File: src/rtl/hilo_muldiv_unit.sv
// HI/LO owner for the execute stage: iterative MULT/MULTU/DIV/DIVU plus
// single-cycle MTHI/MTLO, with a busy flag for issue stalls.
module hilo_muldiv_unit #(
    parameter int WIDTH = 32,
    parameter int CNT_W = 6
) (
    input  logic             clk,
    input  logic             rst_n,
    input  logic             start,
    input  logic [2:0]       op,
    input  logic [WIDTH-1:0] a,
    input  logic [WIDTH-1:0] b,
    input  logic             flush,
    output logic             busy,
    output logic             done,
    output logic [WIDTH-1:0] hi,
    output logic [WIDTH-1:0] lo
);

    typedef enum logic [1:0] {IDLE, RUN, FIN} state_t;

    state_t state, state_next;

    logic [CNT_W-1:0]   cnt;
    logic               is_div, neg_q, neg_r, div_zero;
    logic [WIDTH-1:0]   acc_hi, acc_lo, opnd;

    logic               op_arith, op_mthi, op_mtlo;
    logic               a_neg, b_neg;
    logic [WIDTH-1:0]   a_mag, b_mag;
    logic [WIDTH:0]     mul_sum, div_shift, div_diff;
    logic [2*WIDTH-1:0] prod, prod_fix;
    logic [WIDTH-1:0]   quo_fix, rem_fix;

    always_comb begin
        op_arith  = start && !op[2];
        op_mthi   = start && (op == 3'b100);
        op_mtlo   = start && (op == 3'b101);
        a_neg     = !op[0] && a[WIDTH-1];
        b_neg     = !op[0] && b[WIDTH-1];
        a_mag     = a_neg ? -a : a;
        b_mag     = b_neg ? -b : b;
        mul_sum   = {1'b0, acc_hi} + (acc_lo[0] ? {1'b0, opnd} : '0);
        div_shift = {acc_hi, acc_lo[WIDTH-1]};
        div_diff  = div_shift - {1'b0, opnd};
        prod      = {acc_hi, acc_lo};
        prod_fix  = neg_q ? -prod : prod;
        // b == 0 still runs the full loop; the remainder path already yields a
        quo_fix   = div_zero ? '1 : (neg_q ? -acc_lo : acc_lo);
        rem_fix   = neg_r ? -acc_hi : acc_hi;
    end

    always_comb begin
        state_next = state;
        unique case (state)
            IDLE: if (!flush && op_arith) state_next = RUN;
            RUN: begin
                if (flush)
                    state_next = IDLE;
                else if (cnt == CNT_W'(WIDTH - 1))
                    state_next = FIN;
            end
            FIN:     state_next = IDLE;
            default: state_next = IDLE;
        endcase
        busy = (state != IDLE);
    end

    always_ff @(posedge clk or negedge rst_n) begin
        if (!rst_n)
            state <= IDLE;
        else
            state <= state_next;
    end

    always_ff @(posedge clk or negedge rst_n) begin
        if (!rst_n) begin
            cnt      <= '0;
            is_div   <= 1'b0;
            neg_q    <= 1'b0;
            neg_r    <= 1'b0;
            div_zero <= 1'b0;
            acc_hi   <= '0;
            acc_lo   <= '0;
            opnd     <= '0;
            hi       <= '0;
            lo       <= '0;
            done     <= 1'b0;
        end else begin
            done <= (state == FIN) && !flush;
            unique case (state)
                IDLE: begin
                    if (!flush) begin
                        if (op_mthi) hi <= a;
                        if (op_mtlo) lo <= a;
                        if (op_arith) begin
                            is_div   <= op[1];
                            neg_q    <= a_neg ^ b_neg;
                            neg_r    <= a_neg;
                            div_zero <= op[1] && (b == '0);
                            cnt      <= '0;
                            acc_hi   <= '0;
                            acc_lo   <= op[1] ? a_mag : b_mag;
                            opnd     <= op[1] ? b_mag : a_mag;
                        end
                    end
                end
                RUN: begin
                    cnt <= cnt + 1'b1;
                    if (is_div) begin
                        acc_hi <= div_diff[WIDTH] ? div_shift[WIDTH-1:0]
                                                  : div_diff[WIDTH-1:0];
                        acc_lo <= {acc_lo[WIDTH-2:0], ~div_diff[WIDTH]};
                    end else begin
                        acc_hi <= mul_sum[WIDTH:1];
                        acc_lo <= {mul_sum[0], acc_lo[WIDTH-1:1]};
                    end
                end
                FIN: begin
                    if (!flush) begin
                        if (is_div) begin
                            hi <= rem_fix;
                            lo <= quo_fix;
                        end else begin
                            hi <= prod_fix[2*WIDTH-1:WIDTH];
                            lo <= prod_fix[WIDTH-1:0];
                        end
                    end
                end
                default: ;
            endcase
        end
    end

endmodule

File: config.mk
export PLATFORM = sky130hd
export DESIGN_NAME = hilo_muldiv_unit
export DESIGN_NICKNAME = d
export VERILOG_FILES = /design/src/rtl/hilo_muldiv_unit.sv
export SDC_FILE = /design/constraint.sdc
export NUM_CORES = 1
export LEC_CHECK = 0
export CAP_MARGIN = 20
export CORE_ASPECT_RATIO = 0.6
export CORE_MARGIN = 5
export CORE_UTILIZATION = 38
export DETAILED_ROUTE_END_ITERATION = 10
export PLACE_DENSITY = 0.55
export SLEW_MARGIN = 10
export SYNTH_ARGS = -nofsm -noshare
export SYNTH_HDL_FRONTEND = slang
export SYNTH_SLANG_ARGS = --single-unit
export TNS_END_PERCENT = 20
File: constraint.sdc
create_clock -name clk -period 3.9 [get_ports clk]
set_clock_uncertainty 0.1 [all_clocks]
set_input_delay 0.585 -clock clk [delete_from_list [all_inputs] [get_ports clk]]
set_output_delay 0.585 -clock clk [all_outputs]
set_load 0.01 [all_outputs]
# Yosys cells after proc, flatten, opt, wreduce, memory -nomap -nowiden
# Index checks and enable logic that the tools add are counted.
[totals]
regBits = 173
input_bits = 71
out_inout_bits = 66
word_cells = 91
[classes]
add_sub_neg = 8
n_eq_ne = 12
mux = 35
bitwise_logic = 3
reduce_logical = 21
[op_table]
columns = ["operator", "n"]
rows = [
  ["32-bit 2-to-1 mux", 23],
  ["32-bit one-hot mux with 2 select lines", 4],
  ["32-bit negation", 4],
  ["64-bit 2-to-1 mux", 1],
  ["64-bit negation", 1],
  ["32-bit by 32-bit adder with 33-bit output", 1],
  ["33-bit by 32-bit subtractor with 33-bit output", 1],
  ["32-bit logical NOT", 1],
  ["6-bit 2-to-1 mux", 2],
  ["2-bit inequality test, second input constant", 6],
  ["6-bit one-hot mux with 2 select lines", 1],
  ["1-bit logical AND", 8],
  ["4-bit AND reduction", 2],
  ["6-bit by 1-bit adder with 6-bit output, second input constant", 1],
  ["3-bit equality test, second input constant", 2],
  ["6-bit by 5-bit equality test with 1-bit output, second input constant", 1],
  ["2-bit 2-to-1 mux", 3],
  ["3-bit AND reduction", 2],
  ["2-bit nonzero test", 3],
  ["2-bit one-hot mux with 2 select lines", 1],
  ["1-bit logical NOT", 3],
  ["3-bit inequality test, second input constant", 1],
  ["2-bit by 1-bit equality test with 1-bit output, second input constant", 1],
  ["2-bit equality test, second input constant", 1],
  ["other kinds (4)", 5],
]

# Depth between registers and ports, before layout
# Gate-level depths: netlist of run 1.
[logic_depth]
ltp_word = 7
mapped_depth = 15
mapped_depth_nobuf = 13

# Least setup slack after synthesis of run 1
# Ideal clock, no wire load.
[synth_path]
kind = "flip-flop to flip-flop"
start = "reg acc_lo[0]"
end = "reg acc_hi[31]"
setup_ps = 127
arrival_ps = 3154
t_required_ps = 3673
slack_ps = 519
stages_incl_launch_ff = 15
n_path_buf = 2
synth_period_minus_slack_ps = 3381
path_cell_list = "dfrtp_1 -> clkbuf_1 -> inv_1 -> clkbuf_1 -> nor2_1 -> ha_1 -> nor2_1 -> a211oi_1 -> o41ai_1 -> o21ai_0 -> a2bb2oi_1 -> a31oi_1 -> a2111oi_0 -> or3_1 -> a21oi_1"
[synth_via]
elab_chain_len = 4
[synth_lines]
columns = ["item", "line", "rtl"]
rows = [
  ["start: declaration", "26", "logic [WIDTH-1:0] acc_hi, acc_lo, opnd;"],
  ["start signal: assignment", "103", "acc_lo <= op[1] ? a_mag : b_mag;"],
  ["start signal: assignment", "113", "acc_lo <= {acc_lo[WIDTH-2:0], ~div_diff[WIDTH]};"],
  ["start signal: assignment", "116", "acc_lo <= {mul_sum[0], acc_lo[WIDTH-1:1]};"],
  ["32-bit 2-to-1 mux", "43", "mul_sum = {1'b0, acc_hi} + (acc_lo[0] ? {1'b0, opnd} : '0);"],
  ["32-bit by 32-bit adder with 33-bit output", "43", ""],
  ["32-bit 2-to-1 mux", "110", "if (is_div) begin"],
  ["32-bit one-hot mux with 2 select lines", "91", "unique case (state)"],
  ["end signal: assignment", "111", "acc_hi <= div_diff[WIDTH] ? div_shift[WIDTH-1:0]"],
  ["end signal: assignment", "115", "acc_hi <= mul_sum[WIDTH:1];"],
  ["end: declaration", "26", ""],
]
# Every way passes these cells.
# A chain may end at the register's enable or synchronous reset.

# Final worst setup path of run 1
[layout_path]
start = "in a[13]"
end = "reg opnd[28]"
[layout_via]
elab_chain_len = 3
[layout_lines]
columns = ["item", "line", "rtl"]
rows = [
  ["start: declaration", "11", "input logic [WIDTH-1:0] a,"],
  ["32-bit negation", "41", "a_mag = a_neg ? -a : a;"],
  ["32-bit 2-to-1 mux", "41", ""],
  ["32-bit 2-to-1 mux", "104", "opnd <= op[1] ? b_mag : a_mag;"],
  ["end signal: assignment", "104", ""],
  ["end: declaration", "26", ""],
]
# Every way passes these cells.

==> flow_summary_export.csv, run 1 <==
group,metric,value,unit
run_status,outcome,"finished clean",
route,wirelength,63900,um
logic_synthesis,synth_top_cell_area_share,28.8,%
timing,rsz0062_at_grt,"false",
logic_synthesis,async_reset_ff_share,100,%
pwr,p_leak,7.79,nW
pwr,p_comb_share,68.4,%
timing,max_clock_freq,260,MHz
job,drv_cap,0,
grt,gr-total-overflow,0,
timing,hold-worst-slack,0.379,ns
cells_and_area,nNetsFinal,2255,
pwr,peakVddDrop,444,uV
clock_network,clock_latency,0.47,ns
logic_synthesis,syn_area_per_cell,7.76,sq um
grt,grt_pass1_wl,93600,um
critical_path,cp.required,4.14,ns
pwr,power.density,934,nW/um^2
critical_path,reg2reg_from,"acc_lo[0]$_DFFE_PN0P_",
logic_synthesis,synth_edf_count,0,
logic_synthesis,ys_ff_latch,173,
route,first_iter_violations,2032,
place,place_congestion,0.992,
logic_synthesis,syn_inst,1936,
critical_path,rrSetupSlack,0.21,ns
pwr,power_switching,0.00863,W
clock_network,cts-root-buf,"clkbuf_16",
cells_and_area,utilization,47.0,%
pwr,p_clk_share,10.6,%
floorplanning,dieArea,43700,sq um
critical_path,endpoint,"opnd[28]$_DFFE_PN0P_",
logic_synthesis,synth_top_family_by_area,"compound AO/OA/AOI/OAI gates",
logic_synthesis,synth_area_leaders,"dfrtp_1, o21ai_0, a21oi_1, xnor2_1, ha_1",
clock_network,cts_sinks,173,
timing,final.setup.tns,0,ns
logic_synthesis,synth_xor_area_share,9.91,%
timing,tightest_slew,0.983,ns
clock_network,clk_path_buf_depth,2,
cells_and_area,drive_gt1_share,10.2,%
place,port-buffer-count,136,
floorplanning,io_pins,137,
floorplanning,num_rows,56,
grt,grt_start_max_net_pins,91,
pwr,power,0.0171,W
clock_network,h-tree-depth,4,
grt,grt_pass1_vias,14300,
floorplanning,core-area,39000,sq um
pwr,switching_share,50.4,%
route,drtPass1Iterations,6,
logic_synthesis,synth_compound_area_share,25.5,%
grt,antenna_found_initial,0,
timing,slew_headroom,34.0,%
timing,final-hold-violation-count,0,
critical_path,rr_worst_depth,14,
logic_synthesis,synth-main-ff-cell,"dfrtp_1",
timing,fin_crit_sh,98.7,%
timing,setup_viol,0,
logic_synthesis,syn_nets,2078,
clock_network,clkTransAtPathRegs,0.08,ns
critical_path,crit_arrival,4.09,ns
logic_synthesis,synth-seq-area-share,28.8,%
route,routedWlPerCell,24.1,um
logic_synthesis,synthMuxAreaShare,5.54,%
grt,grt_usage,28.3,%
critical_path,critPathKind,"in2reg",
pwr,sequentialPowerShare,21.0,%
place,dpl.hpwl,50700,um
critical_path,crit_path_end_kind,"flip-flop",
timing,final_max_slew_viol_count,0,
timing,min_period,3.85,ns
route,drc,0,
logic_synthesis,ys_types,73,
logic_synthesis,ys.warnings.count,0,
logic_synthesis,synth_top_area_cell,"dfrtp_1",
logic_synthesis,syn_area,15000,sq um
min_path,worstHoldPathType,"reg2reg",
critical_path,path_max_fanout,4,
critical_path,rr_endpoint,"acc_hi[28]$_DFFE_PN0P_",
cells_and_area,antennaDiodeCount,0,
cells_and_area,area_growth,22.1,%
floorplanning,floorplan.initialDensity,38.5,%
clock_network,post_cts_buffers,0,
floorplanning,die_w,267,um
critical_path,start_kind,"primary input",
timing,postLayoutSetupSlackWorst,0.0516,ns
pwr,power.internal,0.00848,W
route,via_count,15800,
critical_path,startpoint,"a[13]",
route,detail-route-antenna-nets,0,
clock_network,cts_tree,"built",
clock_network,cts_buffers,17,
place,post-place-ws,-0.200,ns
logic_synthesis,synth-simple-area-share,19.4,%
floorplanning,dieHeight,164,um
route,via_per_inst,5.98,
logic_synthesis,synth_fa_ha_area_share,6.02,%
==> power by group through the flow <==
stage	clock network (W)	logic, W	registers [W]
after detailed placement	0	0.0113	0.00358
after floorplan	0	0.00730	0.00342
after CTS	0.00182	0.0114	0.00355
final	0.00181	0.0117	0.00360
after global routing	0.00189	0.0126	0.00369
after global placement	0	0.0113	0.00356
==> cells in the final DEF, fill, tap and decap left out, types with 15 or more instances in the layout <==
master and n:
nand3_1 31, ha_1 69, o22ai_1 26, nor2_1 207, a22oi_1 18, xnor2_1 101
inv_1 63, mux2i_1 67, or3_1 26, nor4_1 15, a211oi_1 36, nand2b_1 19
clkbuf_16 17, nand2_1 191, a21o_1 27, clkdlybuf4s50_1 134, buf_4 133, a31oi_1 18
dfrtp_1 172, nor2b_1 15, or4_1 16, nor3_1 38, a21oi_1 176, o31ai_1 28
xor2_1 69, o21ai_0 204
==> state kept, by name, indices dropped and copies added (netlist names) <==
register  count
acc_hi       32
acc_lo       32
cnt           6
div_zero      1
done          1
hi           32
is_div        1
lo           32
neg_q         1
neg_r         1
opnd         32
state         2
==> worst min path at each step <==
stage                                  to  slack [ns]                 start  depth (start not counted)
global route         opnd[23]$_DFFE_PN0P_        0.40  opnd[23]$_DFFE_PN0P_                          2
detailed placement   opnd[23]$_DFFE_PN0P_        0.36  opnd[23]$_DFFE_PN0P_                          2
global placement     opnd[21]$_DFFE_PN0P_        0.36  opnd[21]$_DFFE_PN0P_                          2
CTS                  opnd[23]$_DFFE_PN0P_        0.38  opnd[23]$_DFFE_PN0P_                          2
floorplan           acc_hi[0]$_DFFE_PN0P_        0.19                 rst_n                          0
finish                 lo[11]$_DFFE_PN0P_        0.38    lo[11]$_DFFE_PN0P_                          2
==> Yosys cell counts, types with 14 or more instances <==
cell,number
nor2b_1,17
ha_1,69
or4_1,16
o31ai_1,28
inv_1,64
o22ai_1,26
a211oi_1,36
or3_1,26
a21oi_1,177
nand3_1,31
dfrtp_1,173
xor2_1,69
nand2b_1,20
a31oi_1,20
o21ai_0,204
nor2_1,207
xnor2_1,101
a21o_1,27
clkbuf_1,98
a22oi_1,18
nor3_1,38
buf_1,14
mux2i_1,67
nand2_1,192
nor4_1,15
==> cell families (layout without fill, tap and decap cells) <==
| family | after synthesis | count (layout) |
|---|---|---|
| AOI/OAI and AO/OA | 631 | 631 |
| and+or+nand+nor | 627 | 627 |
| buffers and inverters | 183 | 373 |
| DFF | 173 | 173 |
| xor gates and xnor gates | 170 | 170 |
| muxes | 81 | 81 |
| adders and majority gates | 71 | 71 |
==> critical path, cell delays in order <==
cell             delay, ns
clkdlybuf4s50_1       0.46
or4_1                 0.74
nor4_1                0.74
buf_4                 0.24
nand2_1               0.10
nor3b_1               0.19
o21ai_0               0.14
xnor2_1               0.41
nor2_1                0.08
a211oi_1              0.31
a21oi_1               0.07
==> metal layers <==
layer	wire, um	vias to the layer above	share of wire, %	global-route usage (%)
li1	-	7339	-	-
met1	31100	7606	49	44.4
met2	23800	829	37	36.1
met3	8040	67	13	10.7
met4	1020	2	1.6	5.54
met5	26	-	0.041	0.676
==> through the flow <==
step / std cells / instance area [sq um]
floorplan: 1936 / 15000
global placement: 2614 / 17700
detailed placement: 2614 / 17700
CTS: 2647 / 18300
global route: 2648 / 18300
finish: 2648 / 18300
==> repair_timing <==
item,in CTS,in global routing
resized for setup,0,4
endpoints found under the hold margin,33,0
endpoints found under the setup margin,0,2
hold buffers,1,0
==> cell type report <==
class                   count  area [sq um]
well taps                 522           653
clock buffers              19           433
repair buffers            276          2490
fillers                  3841         20700
flip-flops and latches    173          4330
clock inverters            13           153
inverters                  65           248
multi-input cells        1580         10000
No activity file was read; power rests on OpenSTA's default activity.
==> inputs of run 2 (changes only) <==
- CORE_MARGIN: 5 -> 2
==> flow_summary_export.csv, run 2 (synthesis gave the netlist of run 1 again) <==
group,metric,value,unit
cells_and_area,layout_common_cells,"nor2_1, o21ai_0, nand2_1, a21oi_1, dfrtp_1",
pwr,p_leak,7.73,nW
cells_and_area,final_area,18200,sq um
grt,grt_start_max_net_pins,91,
timing,final_max_slew_viol_count,0,
clock_network,clk_path_buf_depth,2,
timing,final-hold-violation-count,0,
critical_path,critPathKind,"reg2reg",
pwr,power.density,933,nW/um^2
clock_network,cts_buffers,17,
cells_and_area,nNetsFinal,2244,
timing,final.setup.tns,0,ns
clock_network,cts_tree,"built",
clock_network,holdBufCountCts,0,
run_status,outcome,"finished clean",
clock_network,clock_latency,0.47,ns
critical_path,path_cells,"inv_1 > buf_12 > nor2_1 > ha_1 > a21oi_1 > a21oi_1 > a311oi_2 > nand3_1 > a31oi_2 > o21ai_0 > buf_4 > a31oi_1 > mux2i_1 > o211ai_2",
floorplanning,dieHeight,158,um
pwr,sequentialPowerShare,21.2,%
pwr,switching_share,51.1,%
timing,max_clock_freq,268,MHz
clock_network,cts-root-buf,"clkbuf_16",
route,drtPass1Iterations,5,
min_path,worstHoldPathType,"in2async",
critical_path,path_delay_family,"compound AO/OA/AOI/OAI gates",
critical_path,crit_arrival,3.97,ns
floorplanning,dieArea,41200,sq um
route,wirelength,64300,um
grt,antenna_found_initial,0,
grt,gr-total-overflow,0,
critical_path,crit_buf_inv,3,
critical_path,crit_path_frequent_cell,"a21oi_1",
floorplanning,num_rows,56,
pwr,p_clk_share,10.0,%
pwr,power,0.0170,W
critical_path,cp.required,4.13,ns
place,place_inst,2605,
place,placed_area,17600,sq um
route,drc,0,
route,via_count,15900,
cells_and_area,fillCellCount,3921,
pwr,peakVddDrop,384,uV
place,port-buffer-count,136,
timing,min_period,3.74,ns
floorplanning,core-area,39000,sq um
clock_network,h-tree-depth,4,
cells_and_area,layout.cells.non_filler,2636,
route,detail-route-antenna-nets,0,
clock_network,clkTransAtPathRegs,0.08,ns
timing,tightest_slew,0.914,ns
timing,setup_viol,0,
route,via_per_inst,6.02,
timing,slew_headroom,39.1,%
critical_path,crit_slowest_cell,"dfrtp_1",
clock_network,cts_sinks,173,
job,drv_cap,0,
pwr,power.internal,0.00831,W
cells_and_area,drive_gt1_share,9.65,%
grt,grt_pass1_vias,14300,
cells_and_area,mostFrequentLayoutCell,"nor2_1",
critical_path,path_max_fanout,17,
timing,rsz0062_at_grt,"false",
route,routedWlPerCell,24.4,um
critical_path,crit_path_end_kind,"flip-flop",
floorplanning,die_w,261,um
pwr,power_switching,0.00868,W
cells_and_area,area_growth,21.2,%
pwr,p_comb_share,68.8,%
route,first_iter_violations,2042,
floorplanning,floorplan.initialDensity,38.5,%
clock_network,post_cts_buffers,0,
timing,fin_crit_sh,95.8,%
grt,grt_usage,31.0,%
place,place_congestion,0.969,
floorplanning,io_pins,137,
grt,grt_pass1_wl,94600,um
critical_path,start_kind,"flip-flop",
critical_path,slowest_delay,0.40,ns
place,dpl.hpwl,50900,um
run 2: cell count changes in the layout (fill, tap and decap cells not counted), moves of 2 or more:
cell	delta
clkinvlp_4	-2
buf_4	-10
inv_8	+2
bufinv_16	-2
run 2: layout make-up:
| type | count | area [sq um] | area share (%) |
|---|---|---|---|
| well taps | 522 | 653 | 3.59 |
| clock buffers | 18 | 429 | 2.36 |
| inverters | 65 | 244 | 1.34 |
| multi-input cells | 1580 | 10000 | 55.1 |
| diodes | 1 | 2.50 | 0.0137 |
| flip-flops and latches | 173 | 4330 | 23.8 |
| repair buffers | 265 | 2400 | 13.2 |
| clock inverters | 12 | 108 | 0.591 |
run 2: routing by layer:
metal  vias to the layer above  share of wire (%)  GRT usage (%)
li1                       7311                  -              -
met1                      7692                 49           49.7
met2                       811                 38           40.9
met3                        54                 12           7.80
met4                         0                1.3           5.28
met5                         -                  0              0
run 2: timing repair:
action                     CTS  global route
resized for setup            0             5
hold endpoints to repair     0             0
setup endpoints to repair    0             7
run 2: power by group through the flow:
stage,sequential [W],combinational (W),clock [W]
after floorplan,0.00342,0.00730,0
after global placement,0.00356,0.0113,0
after detailed placement,0.00358,0.0114,0
after CTS,0.00355,0.0114,0.00170
after global routing,0.00368,0.0126,0.00178
final,0.00359,0.0117,0.00171
run 2: final timing paths:
kind / slack, ns / startpoint / cells after the start / end
min in group clk: 0.38 / lo[30]$_DFFE_PN0P_ / 2 / lo[30]$_DFFE_PN0P_
max reg2reg: 0.16 / acc_lo[0]$_DFFE_PN0P_ / 14 / acc_hi[30]$_DFFE_PN0P_
min reg2reg: 0.38 / lo[30]$_DFFE_PN0P_ / 2 / lo[30]$_DFFE_PN0P_
min: 0.06 / rst_n / 1 / done$_DFF_PN0_
max in group asynchronous: 2.73 / rst_n / 2 / is_div$_DFFE_PN0P_
max: 0.16 / acc_lo[0]$_DFFE_PN0P_ / 14 / acc_hi[30]$_DFFE_PN0P_
run 2: through the flow:
| stage | setup WS [ns] | hold slack, ns | util (%) |
|---|---|---|---|
| 3_5_place_dp | 0.0777 | 0.366 | 45.2 |
| 2_1_floorplan | 0.519 | 0.189 | - |
| 4_1_cts | 0.144 | 0.0984 | 46.6 |
| 5_1_grt | 0.000389 | 0.124 | 46.6 |
| 6_report | 0.163 | 0.0626 | 46.6 |
| 3_3_place_gp | 0.131 | 0.355 | 45.2 |
==> inputs of run 3 (changes only) <==
- CORE_UTILIZATION: 38 -> 45
- PLACE_DENSITY: 0.55 -> 0.63
==> flow_summary_export.csv, run 3 (synthesis gave the netlist of run 1 again) <==
group,metric,value,unit
pwr,power_switching,0.00872,W
critical_path,path_max_fanout,4,
critical_path,crit_path_end_kind,"flip-flop",
timing,final_max_slew_viol_count,0,
run_status,outcome,"finished clean",
critical_path,critPathKind,"reg2reg",
clock_network,clk_path_buf_depth,2,
floorplanning,die_w,240,um
floorplanning,floorplan.initialDensity,46.0,%
grt,grt_pass1_vias,14600,
timing,slew_headroom,34.6,%
floorplanning,dieHeight,146,um
timing,tightest_slew,0.972,ns
pwr,power.density,945,nW/um^2
pwr,peakVddDrop,503,uV
grt,grt_pass1_wl,93100,um
clock_network,clkTransAtPathRegs,0.08,ns
route,via_per_inst,6.31,
pwr,power.internal,0.00835,W
grt,grt_start_max_net_pins,91,
route,wirelength,62400,um
cells_and_area,area_growth,20.4,%
job,drv_cap,0,
cells_and_area,nNetsFinal,2232,
critical_path,cp.required,4.19,ns
route,detail-route-antenna-nets,0,
route,via_count,16100,
place,place_congestion,0.990,
critical_path,start_kind,"flip-flop",
cells_and_area,drive_gt1_share,9.32,%
pwr,switching_share,51.1,%
clock_network,cts_sinks,173,
floorplanning,core-area,32700,sq um
grt,grt_usage,35.4,%
pwr,p_comb_share,67.6,%
critical_path,reg2reg_from,"opnd[0]$_DFFE_PN0P_",
grt,antenna_found_initial,2,
cells_and_area,layout_common_cells,"nor2_1, o21ai_0, nand2_1, a21oi_1, dfrtp_1",
critical_path,rrSetupSlack,0.1,ns
clock_network,cts_tree,"built",
route,drc,0,
timing,min_period,3.80,ns
clock_network,cts-root-buf,"clkbuf_16",
pwr,p_clk_share,11.0,%
pwr,sequentialPowerShare,21.5,%
clock_network,h-tree-depth,4,
pwr,power,0.0171,W
place,dpl.hpwl,48900,um
route,drtPass1Iterations,6,
floorplanning,dieArea,34900,sq um
route,first_iter_violations,2310,
floorplanning,io_pins,137,
critical_path,rr_endpoint,"acc_hi[31]$_DFFE_PN0P_",
clock_network,cts_resized,0,
cells_and_area,mostFrequentLayoutCell,"nor2_1",
timing,max_clock_freq,263,MHz
timing,fin_crit_sh,97.5,%
clock_network,cts_buffers,17,
place,port-buffer-count,136,
cells_and_area,utilization,55.3,%
clock_network,holdBufCountCts,0,
critical_path,rr_worst_depth,16,
route,routedWlPerCell,24.4,um
clock_network,post_cts_buffers,0,
floorplanning,num_rows,51,
grt,gr-total-overflow,0,
clock_network,clock_latency,0.48,ns
timing,setup_viol,0,
critical_path,crit_arrival,4.09,ns
timing,final-hold-violation-count,0,
min_path,worstHoldPathType,"in2async",
pwr,p_leak,7.70,nW
critical_path,startpoint,"opnd[0]$_DFFE_PN0P_",
==> run 3: how the worst max path moves through the flow <==
stage / cells past startpoint / slack, ns / to
after floorplan: 14 / 0.52 / acc_hi[31]$_DFFE_PN0P_
after global placement: 16 / 0.04 / acc_hi[31]$_DFFE_PN0P_
after detailed placement: 16 / 0.04 / acc_hi[21]$_DFFE_PN0P_
after CTS: 16 / 0.005 / acc_hi[21]$_DFFE_PN0P_
after global routing: 16 / -0.003 / acc_hi[31]$_DFFE_PN0P_
final: 16 / 0.1 / acc_hi[31]$_DFFE_PN0P_
==> run 3: power by group through the flow <==
stage	clock network [W]	registers [W]	logic (W)
2_1_floorplan	0	0.00342	0.00730
3_3_place_gp	0	0.00362	0.0111
3_5_place_dp	0	0.00365	0.0111
4_1_cts	0.00187	0.00361	0.0112
5_1_grt	0.00194	0.00375	0.0124
6_report	0.00187	0.00367	0.0115
==> run 3: cell type report <==
class,count,area [sq um]
Fill cell,3118,14600
Timing Repair Buffer,253,2290
Clock inverter,15,198
Clock buffer,17,425
Inverter,65,244
Sequential cell,173,4330
Multi-Input combinational cell,1580,10000
Antenna cell,1,2.50
Tap cell,450,563
==> run 3: per-stage QoR <==
stage | TNS, ns | cell area, sq um | cells | hold slack (ns) | setup WS [ns]
6_report | 0 | 18100 | 2554 | 0.00577 | 0.0989
5_1_grt | -0.00260 | 18100 | 2554 | 0.0605 | -0.00260
4_1_cts | 0 | 18000 | 2553 | 0.0458 | 0.00500
3_5_place_dp | 0 | 17400 | 2521 | 0.360 | 0.0390
3_3_place_gp | 0 | 17400 | 2521 | 0.354 | 0.0350
2_1_floorplan | 0 | 15000 | 1936 | 0.189 | 0.519
==> run 3: worst max-delay path: stages, from the launching register on <==
cell and delay (ns):
dfrtp_1 0.44, and2_1 0.16, ha_1 0.25, inv_1 0.08, fa_1 0.40, nand2b_1 0.19, a211oi_2 0.31, o41ai_2 0.12
buf_4 0.16, o21ai_1 0.20, buf_4 0.19, a2bb2oi_1 0.11, a31oi_1 0.26, buf_4 0.17, a2111oi_0 0.08, or3_1 0.33
a21oi_1 0.14
==> run 3: routing by layer <==
layer	GRT usage (%)	vias up	part of all wire [%]
met5	0	-	0
met4	7.08	0	1.6
met3	12.0	71	14
met2	44.5	955	37
met1	56.5	7786	48
li1	-	7297	-
